## src/rtl/cnt_cmd_sequencer.sv

```systemverilog
// Command sequencer driving a 4-bit up/down counter: LOAD / UP N / DOWN N / HOLD N, with overflow tally.
// Optional CNT_CMD_SEQUENCER_CHECK_EN adds a shadow model of the counter and a sticky chk_err output.
module cnt_cmd_sequencer #(
  parameter int unsigned STEP_W = 8,
  parameter int unsigned OVF_W  = 4
) (
  input  logic              CLK,
  input  logic              reset,
  input  logic              cmd_valid,
  output logic              cmd_ready,
  input  logic [1:0]        cmd_op,
  input  logic [3:0]        cmd_data,
  input  logic [STEP_W-1:0] cmd_steps,
  output logic              Enable,
  output logic              Load,
  output logic              Count,
  output logic [3:0]        Data_in,
  input  logic              C_out,
  input  logic [3:0]        A_count,
  output logic              busy,
  output logic              done,
`ifdef CNT_CMD_SEQUENCER_CHECK_EN
  output logic [OVF_W-1:0]  ovf_cnt,
  output logic              chk_err
`else
  output logic [OVF_W-1:0]  ovf_cnt
`endif
);

  typedef enum logic [1:0] {S_IDLE, S_LOAD, S_RUN, S_DONE} state_t;
  typedef enum logic [1:0] {OP_LOAD = 2'b00, OP_UP = 2'b01, OP_DOWN = 2'b10, OP_HOLD = 2'b11} op_t;

  state_t            state, state_n;
  op_t               op;
  logic [STEP_W-1:0] steps_q, steps_n;
  logic              en_n, ld_n, cnt_n, accept;
  logic [3:0]        din_n;

  assign op        = op_t'(cmd_op);
  assign cmd_ready = (state == S_IDLE);

  always_comb begin
    state_n = state;
    steps_n = steps_q;
    en_n    = Enable;
    ld_n    = Load;
    cnt_n   = Count;
    din_n   = Data_in;
    accept  = 1'b0;
    case (state)
      S_IDLE: begin
        if (cmd_valid) begin
          accept = 1'b1;
          if (op == OP_LOAD) begin
            state_n = S_LOAD;
            en_n    = 1'b1;
            ld_n    = 1'b1;
            din_n   = cmd_data;
          end else if (cmd_steps == '0) begin
            state_n = S_DONE;
            en_n    = 1'b0;
          end else begin
            state_n = S_RUN;
            steps_n = cmd_steps;
            en_n    = (op != OP_HOLD);
            ld_n    = 1'b0;
            cnt_n   = (op == OP_UP);
          end
        end
      end
      S_LOAD: begin
        state_n = S_DONE;
        en_n    = 1'b0;
        ld_n    = 1'b0;
      end
      S_RUN: begin
        // Enable stays asserted through the edge that leaves RUN: N sampled enables.
        steps_n = steps_q - STEP_W'(1);
        if (steps_q == STEP_W'(1)) begin
          state_n = S_DONE;
          en_n    = 1'b0;
        end
      end
      S_DONE:  state_n = S_IDLE;
      default: state_n = S_IDLE;
    endcase
  end

  always_ff @(posedge CLK or negedge reset) begin
    if (!reset) begin
      state   <= S_IDLE;
      steps_q <= '0;
      Enable  <= 1'b0;
      Load    <= 1'b0;
      Count   <= 1'b0;
      Data_in <= '0;
      busy    <= 1'b0;
      done    <= 1'b0;
      ovf_cnt <= '0;
    end else begin
      state   <= state_n;
      steps_q <= steps_n;
      Enable  <= en_n;
      Load    <= ld_n;
      Count   <= cnt_n;
      Data_in <= din_n;
      busy    <= (state_n != S_IDLE);
      done    <= (state_n == S_DONE);
      // LOAD acceptance wins over a coincident carry.
      if (accept && op == OP_LOAD)
        ovf_cnt <= '0;
      else if (C_out && ovf_cnt != '1)
        ovf_cnt <= ovf_cnt + OVF_W'(1);
    end
  end

`ifdef CNT_CMD_SEQUENCER_CHECK_EN
  logic [3:0] shadow;

  always_ff @(posedge CLK or negedge reset) begin
    if (!reset) begin
      shadow  <= '0;
      chk_err <= 1'b0;
    end else begin
      if (accept) begin
        case (op)
          OP_LOAD: shadow <= cmd_data;
          OP_UP:   shadow <= shadow + cmd_steps[3:0];
          OP_DOWN: shadow <= shadow - cmd_steps[3:0];
          default: shadow <= shadow;
        endcase
      end
      if (state == S_DONE && A_count != shadow)
        chk_err <= 1'b1;
    end
  end
`else
  logic unused_a_count;
  assign unused_a_count = ^A_count;
`endif

endmodule

```

## config.mk

```make
export PLATFORM = sky130hd
export DESIGN_NAME = cnt_cmd_sequencer
export DESIGN_NICKNAME = d
export VERILOG_FILES = /design/src/rtl/cnt_cmd_sequencer.sv
export SDC_FILE = /design/constraint.sdc
export NUM_CORES = 1
export LEC_CHECK = 0
export CAP_MARGIN = 10
export CORE_MARGIN = 2
export CORE_UTILIZATION = 48
export DETAILED_ROUTE_END_ITERATION = 8
export HOLD_SLACK_MARGIN = 0.02
export PLACE_DENSITY = 0.77
export RECOVER_POWER = 100
export SYNTH_ARGS = -nofsm -noshare
export SYNTH_HDL_FRONTEND = slang
export SYNTH_SLANG_ARGS = --single-unit
export TNS_END_PERCENT = 5
```

## constraint.sdc

```tcl
create_clock -name CLK -period 2.1 [get_ports CLK]
set_clock_uncertainty 0.15 [all_clocks]
set_input_delay 0.21 -clock CLK [delete_from_list [all_inputs] [get_ports CLK]]
set_output_delay 0.21 -clock CLK [all_outputs]
set_load 0.05 [all_outputs]
```

==> summary.txt, run 1 <==
Run status
  – Status: finished clean

Synth
  – Synth Warn #: 0
  – Mux share of post-synthesis cell area: 0.0561
  – Synth Area in Adders: 0.0644
  – Mapped Cells: 138
  – Cell area after synthesis: 0.00136 mm²
  – Post-synth EDFFs: 0
  – Synthesized Nets: 167
  – Netlist cell types: 41
  – Simple-gate area share of the yosys netlist: 0.180
  – Leading area contributor after synthesis: dfrtp_1
  – Complex-gate fraction of the synthesized area: 0.200
  – Synth area leaders: dfrtp_1, ha_1, mux2_2, nor2_1, a21oi_1
  – Register area share after synthesis: 0.423
  – Avg Inst Size Synth: roughly 9.9 µm²
  – Largest family of logic cells by synthesized area: compound AO/OA/AOI/OAI gates
  – FFs w/ async S/R, synth: 1.00
  – Synth Area in XOR/XNOR: 0.0193
  – Post-synth top area share: 0.423
  – Post-synth top flop: dfrtp_1
  – Synth Register Bits: 23

Placement
  – IO Port Bufs: 31
  – HPWL Detailed: 2.36 mm
  – DP Area: 0.00176 mm²
  – Setup WS pre-CTS: -192 ps
  – GPL Wtd Cong: 0.913

CTS
  – H-tree lvl count: 1
  – Clock slew at reported path FFs: 120 ps
  – TritonCTS clock tree: yes
  – Setup bufs post-CTS: 0
  – Clk_lat worst skew: approximately 310 ps
  – CTS resizes: 0
  – Max Buffers Root-to-Sink: 2
  – Cts hold-fix bufs: 0
  – Root Buffer: clkbuf_4
  – Number of buffers created by CTS: 3
  – CTS Sinks: 23

STA
  – Slew HR: 0.160
  – Final WS setup: 113 ps
  – Final setup vio count: 0
  – Fin. Hold Viols: 0
  – Crit share post-route: 0.946
  – Slew @ Worst Pin: 1260 ps
  – Fin crit period: 1990 ps
  – Max Freq: slightly above 500 MHz
  – RSZ-0062 raised after global routing: no
  – Fin Setup TNS: 0 ps
  – Final Max Slew Viols: 0

Setup path
  – CP top delay family: buffers and inverters
  – Critical path class: reg -> out
  – WP data required: between 1500 and 2000 ps
  – CP Launch Type: flip-flop
  – Crit. End Element: output pin
  – Arr. time, crit path: ~1600 ps
  – Crit Path Max Fanout: 4
  – CP cell instances: dlygate4sd3_1
  – CP Buf/Inv Count: 1
  – CP peak stage delay: 890 ps
  – Crit-path slowest cell: dlygate4sd3_1

Pwr
  – Reg power frac: 0.304
  – Peak VDD IR: 1240 µV
  – Int Pwr: between 0.001 and 0.0015 W
  – Pwr per Cell Area: 1600 mW/mm²
  – P_leak: ~0.80 nW
  – Sw Pwr: 0.00142 W
  – Combinational power share: 0.622
  – Clock power share: 0.074
  – Sw frac: 0.504

Detailed routing
  – Vias: 1188
  – Avg WL per Cell: between 10 and 15 µm
  – Post-DRT Antenna Nets: 0
  – First drt pass iteration count: 4
  – Final WL: 3.00 mm
  – Drt drc: 0
  – Iter 0 DRT Violations: 47
  – Via-to-Cell Ratio: ~5.6

Cells and area
  – Final #Nets: 210
  – Layout Utilization: 0.645
  – Most frequent cells in the layout: dfrtp_1, nor2_1, clkdlybuf4s50_1, dlygate4sd3_1
  – Post-route cell area: roughly 0.0018 mm²
  – Layout cells sized above 1: 0.156
  – # diodes: 0
  – Area delta synth->final: 29.7%
  – Commonest non-fill, non-tap cell in the layout: dfrtp_1

GRT
  – Largest net degree at the start of global routing: 24
  – Vias in the first global route: 1129
  – Remaining global-route overflow: 0
  – First-pass GRT wire length: 4.94 mm
  – Tot GR Track Use: 0.195
  – Initial antenna violation count: 0

Floorplanning
  – Chip width: 57.2 µm
  – Die Y: about 57 µm
  – Core ar.: 0.00273 mm²
  – Initial Util: 0.497
  – Die footprint: ~0.0033 mm²
  – # IOs: 36
  – Site Rows: 19

Flow run
  – Max-cap violation count: 0

Hold path
  – Worst hold path type: in -> reg
[worst paths after layout]
path / from / depth (start not counted) / slack, ps / to
setup / recovery: ovf_cnt[2]$_DFFE_PN0P_ / 1 / 110 / ovf_cnt[2]
hold / removal: cmd_data[0] / 2 / 350 / Data_in[0]$_DFFE_PN0P_
setup reg to reg: state[0]$_DFF_PN0_ / 5 / 180 / steps_q[3]$_DFFE_PN0P_
hold reg to reg: Data_in[2]$_DFFE_PN0P_ / 1 / 370 / Data_in[2]$_DFFE_PN0P_
max in group asynchronous: reset / 2 / 540 / Count$_DFFE_PN0P_
min in group asynchronous: reset / 2 / 520 / ovf_cnt[1]$_DFFE_PN0P_
[metrics by stage]
step,instances,total power [W],hold WS [ps]
6_report,211,0.00282,352
5_1_grt,211,0.00300,349
4_1_cts,211,0.00292,89.5
3_5_place_dp,207,0.00271,346
3_3_place_gp,207,0.00264,339
2_1_floorplan,138,0.00217,-236
[kinds of logic after synthesis]
logic type	count (synthesis)
and+or+nand+nor	47
AOI/OAI and AO/OA	35
DFF	23
buffers and inverters	16
muxes	7
adders and majority gates	7
xor gates and xnor gates	3
[sequential cells by signal, indices dropped and copies added, names as in the netlist]
register,count
ovf_cnt,4
Load,1
Count,1
done,1
Data_in,4
state,2
busy,1
Enable,1
steps_q,8
[power by group through the flow]
stage	combinational, W	sequential [W]	clock, W
detailed placement	0.00184	0.000870	0
floorplan	0.000928	0.00125	0
finish	0.00175	0.000857	0.000209
global placement	0.00179	0.000854	0
global route	0.00188	0.000893	0.000228
CTS	0.00184	0.000862	0.000213
[cell usage after synthesis (2+ instances only)]
| cell type | n |
|---|---|
| nand2_1 | 12 |
| dfrtp_1 | 23 |
| nor3_1 | 2 |
| inv_1 | 12 |
| nor2_1 | 15 |
| nand3_1 | 5 |
| o22ai_1 | 3 |
| a21oi_1 | 9 |
| mux2_2 | 5 |
| and3_1 | 2 |
| ha_1 | 7 |
| o311ai_0 | 2 |
| o2bb2ai_1 | 2 |
| mux2i_1 | 2 |
| a31oi_1 | 3 |
| nor4_1 | 2 |
| o21ai_0 | 3 |
| xor2_1 | 3 |
| or4_4 | 2 |
| a2bb2oi_2 | 3 |
[layer usage]
metal / track usage / vias up / wire, µm
li1: - / 583 / -
met1: 0.245 / 561 / 1310
met2: 0.343 / 40 / 1460
met3: 0.0227 / 4 / 181
met4: 0.0731 / 0 / 44
met5: 0 / - / 0
[final cells by class]
| cell class | instances | area, µm² |
|---|---|---|
| inverter | 12 | 45.0 |
| multi-input combinational | 99 | 694 |
| tap | 31 | 38.8 |
| timing repair buffer | 42 | 384 |
| sequential | 23 | 576 |
| fill | 239 | 970 |
| clock buffer | 4 | 26.3 |
Note: power is estimated with default switching activity, not from simulation.
==> run 2, diff against run 1 <==
--- a/config.mk
+++ b/config.mk
@@ -10,8 +10,10 @@
 export CORE_UTILIZATION = 48
 export DETAILED_ROUTE_END_ITERATION = 8
 export HOLD_SLACK_MARGIN = 0.02
+export MAX_ROUTING_LAYER = met4
 export PLACE_DENSITY = 0.77
 export RECOVER_POWER = 100
+export REMOVE_ABC_BUFFERS = 1
 export SYNTH_ARGS = -nofsm -noshare
 export SYNTH_HDL_FRONTEND = slang
 export SYNTH_SLANG_ARGS = --single-unit
==> run 2 against run 1 <==
Against the previous run:
- count of clock-buffer cells in the layout is the same
- critical path type is now in -> reg
- clock power decreased by 4%
- highest routed layer unchanged
- die area is the same
- critical endpoint is now steps_q[3]$_DFFE_PN0P_
- power rose by 0.27%
- first-iteration DRC count is 4.3% higher
==> summary.txt, run 2 (synthesis gave the netlist of run 1 again) <==
Run status
  – Status: finished clean

GRT
  – Met2 Resource Use GR: 0.355 (+0.0115)
  – First-pass GRT wire length: 5.20 mm (+5.3%)
  – Busiest grt layer: met2
  – Met1 Track Usage GR: 0.235 (-0.00947)
  – Grt met3 use: 0.0363 (+0.0136)
  – Vias in the first global route: 1263 (+12%)
  – Largest net degree at the start of global routing: 24 (unchanged)
  – Tot GR Track Use: 0.209 (+0.0142)
  – Initial antenna violation count: 0 (unchanged)
  – Remaining global-route overflow: 0 (unchanged)

Floorplanning
  – Initial Util: 0.497 (unchanged)
  – Chip width: 57.2 µm (unchanged)
  – Die footprint: 0.00328 mm² (unchanged)
  – Site Rows: 19 (unchanged)
  – Die Y: 57.2 µm (unchanged)
  – Core ar.: 0.00273 mm² (unchanged)
  – # IOs: 36 (unchanged)

Setup path
  – CP cell instances: clkdlybuf4s50_1 > or4_1 > o2111a_1 > nor2_8 > o221ai_1
  – Worst r2r path cells: 7 (+2)
  – CP top delay family: simple AND/OR/NAND/NOR gates
  – Stages on the worst setup path: 5 (+4)
  – CP Buf/Inv Count: 1 (unchanged)
  – Capture point of the worst reg-to-reg path: done$_DFF_PN0_
  – Critical R2R Launch: state[0]$_DFF_PN0_
  – Arr. time, crit path: 2000 ps (+370 ps)
  – Crit. End Element: flip-flop
  – Critical path class: in -> reg
  – CP Launch Type: input port
  – WP data required: 2120 ps (+380 ps)
  – Crit Path Max Fanout: 8 (+4)
  – Crit-path slowest cell: or4_1
  – R2R Setup Slk: 180 ps (about the same)
  – CP peak stage delay: 580 ps (-310 ps)

Cells and area
  – Layout cells sized above 1: 0.149 (-0.00638)
  – Area delta synth->final: 29.8% (about the same)
  – Non-filler cells, final: 212 (+0.47%)
  – Final #Nets: 211 (+0.48%)
  – Commonest non-fill, non-tap cell in the layout: dfrtp_1
  – # diodes: 0 (unchanged)
  – Largest Register: steps_q
  – Most frequent cells in the layout: dfrtp_1, nor2_1, clkdlybuf4s50_1
  – Max reg flops: 8 (unchanged)
  – Fill count: 229 (-4.2%)
  – Leading registers by flop count: steps_q (8), Data_in (4), ovf_cnt (4)

Detailed routing
  – Iter 0 DRT Violations: 49 (+4.3%)
  – Post-DRT Antenna Nets: 0 (unchanged)
  – Final WL: 3.03 mm (+1.0%)
  – First drt pass iteration count: 4 (unchanged)
  – Via-to-Cell Ratio: 5.81 (+3.1%)
  – Vias: 1231 (+3.6%)
  – Avg WL per Cell: 14.3 µm (+0.52%)
  – Drt drc: 0 (unchanged)

Placement
  – GPL Wtd Cong: 0.804 (-12%)
  – IO Port Bufs: 31 (unchanged)
  – HPWL Detailed: 2.34 mm (-0.83%)
  – Placed insts: 208 (+0.48%)
  – Setup WS pre-CTS: -198 ps (-6.19 ps)

STA
  – Slew HR: 0.193 (+0.0329)
  – RSZ-0062 raised after global routing: no
  – Hold slack: 355 ps (+2.13 ps)
  – Final WS setup: 122 ps (+8.33 ps)
  – Final Max Slew Viols: 0 (unchanged)
  – Max Freq: 506 MHz (+0.42%)
  – Slew @ Worst Pin: 1210 ps (-49.3 ps)
  – Final setup vio count: 0 (unchanged)
  – Fin. Hold Viols: 0 (unchanged)
  – Crit share post-route: 0.942 (-0.00397)
  – Fin crit period: 1980 ps (-8.33 ps)

Hold path
  – Hold endpoint: Data_in[3]$_DFFE_PN0P_
  – Hold Path Stages: 2 (unchanged)
  – Worst hold path type: in -> reg
  – Min-delay src: cmd_data[3]

Pwr
  – Pwr per Cell Area: 1600 mW/mm² (+0.20%)
  – Peak VDD IR: 1370 µV (+11%)
  – P_leak: 0.808 nW (+0.59%)

Flow run
  – Max-cap violation count: 0 (unchanged)

CTS
  – Cts hold-fix bufs: 0 (unchanged)
  – CTS Sinks: 23 (unchanged)
  – Number of buffers created by CTS: 3 (unchanged)
  – TritonCTS clock tree: yes
  – H-tree lvl count: 1 (unchanged)
  – Max Buffers Root-to-Sink: 2 (unchanged)
  – Clk_lat worst skew: 310 ps (about the same)
  – Setup bufs post-CTS: 0 (unchanged)
  – Clock slew at reported path FFs: 120 ps (about the same)
  – CTS resizes: 0 (unchanged)
  – Root Buffer: clkbuf_4
-- run 2: how the worst max path moves through the flow --
stage	slack [ps]	startpoint	endpoint
after floorplan	-90	state[0]$_DFF_PN0_	Data_in[0]$_DFFE_PN0P_
after global placement	-160	cmd_steps[5]	steps_q[1]$_DFFE_PN0P_
after detailed placement	-200	cmd_steps[5]	steps_q[3]$_DFFE_PN0P_
after CTS	130	cmd_steps[5]	steps_q[3]$_DFFE_PN0P_
after global routing	50	steps_q[4]$_DFFE_PN0P_	Enable$_DFFE_PN0P_
final	120	cmd_steps[5]	steps_q[3]$_DFFE_PN0P_
-- run 2: final cells by class --
| type | count | area, µm² | share of cell area |
|---|---|---|---|
| Clock buffer | 4 | 26.3 | 0.0149 |
| Inverter | 12 | 45.0 | 0.0255 |
| Timing Repair Buffer | 43 | 392 | 0.222 |
| Sequential cell | 23 | 576 | 0.326 |
| Multi-Input combinational cell | 99 | 688 | 0.390 |
| Tap cell | 31 | 38.8 | 0.0220 |
-- run 2: power by group --
part / switching, W / leakage [nW] / total [W] / internal [W]
Clock: 0.000127 / 0.0150 / 0.000201 / 0.0000743
Sequential: 0.000190 / 0.273 / 0.000856 / 0.000666
Combinational: 0.00110 / 0.520 / 0.00177 / 0.000667
Total: 0.00142 / 0.808 / 0.00283 / 0.00141
-- run 2: routing by layer --
layer  up-vias  part of all wire
met3        11             0.057
met2        54              0.50
met4         0             0.025
met5         -                 0
met1       577              0.41
li1        589                 -
-- run 2: through the flow --
step	cell area, µm²	total power (W)	TNS [ps]	utilization
5_1_grt	1770	0.00303	0	0.646
3_5_place_dp	1780	0.00274	-1350	0.650
4_1_cts	1800	0.00295	0	0.659
2_1_floorplan	1330	0.00213	-448	-
6_report	1770	0.00283	0	0.646
3_3_place_gp	1780	0.00268	-1140	0.650
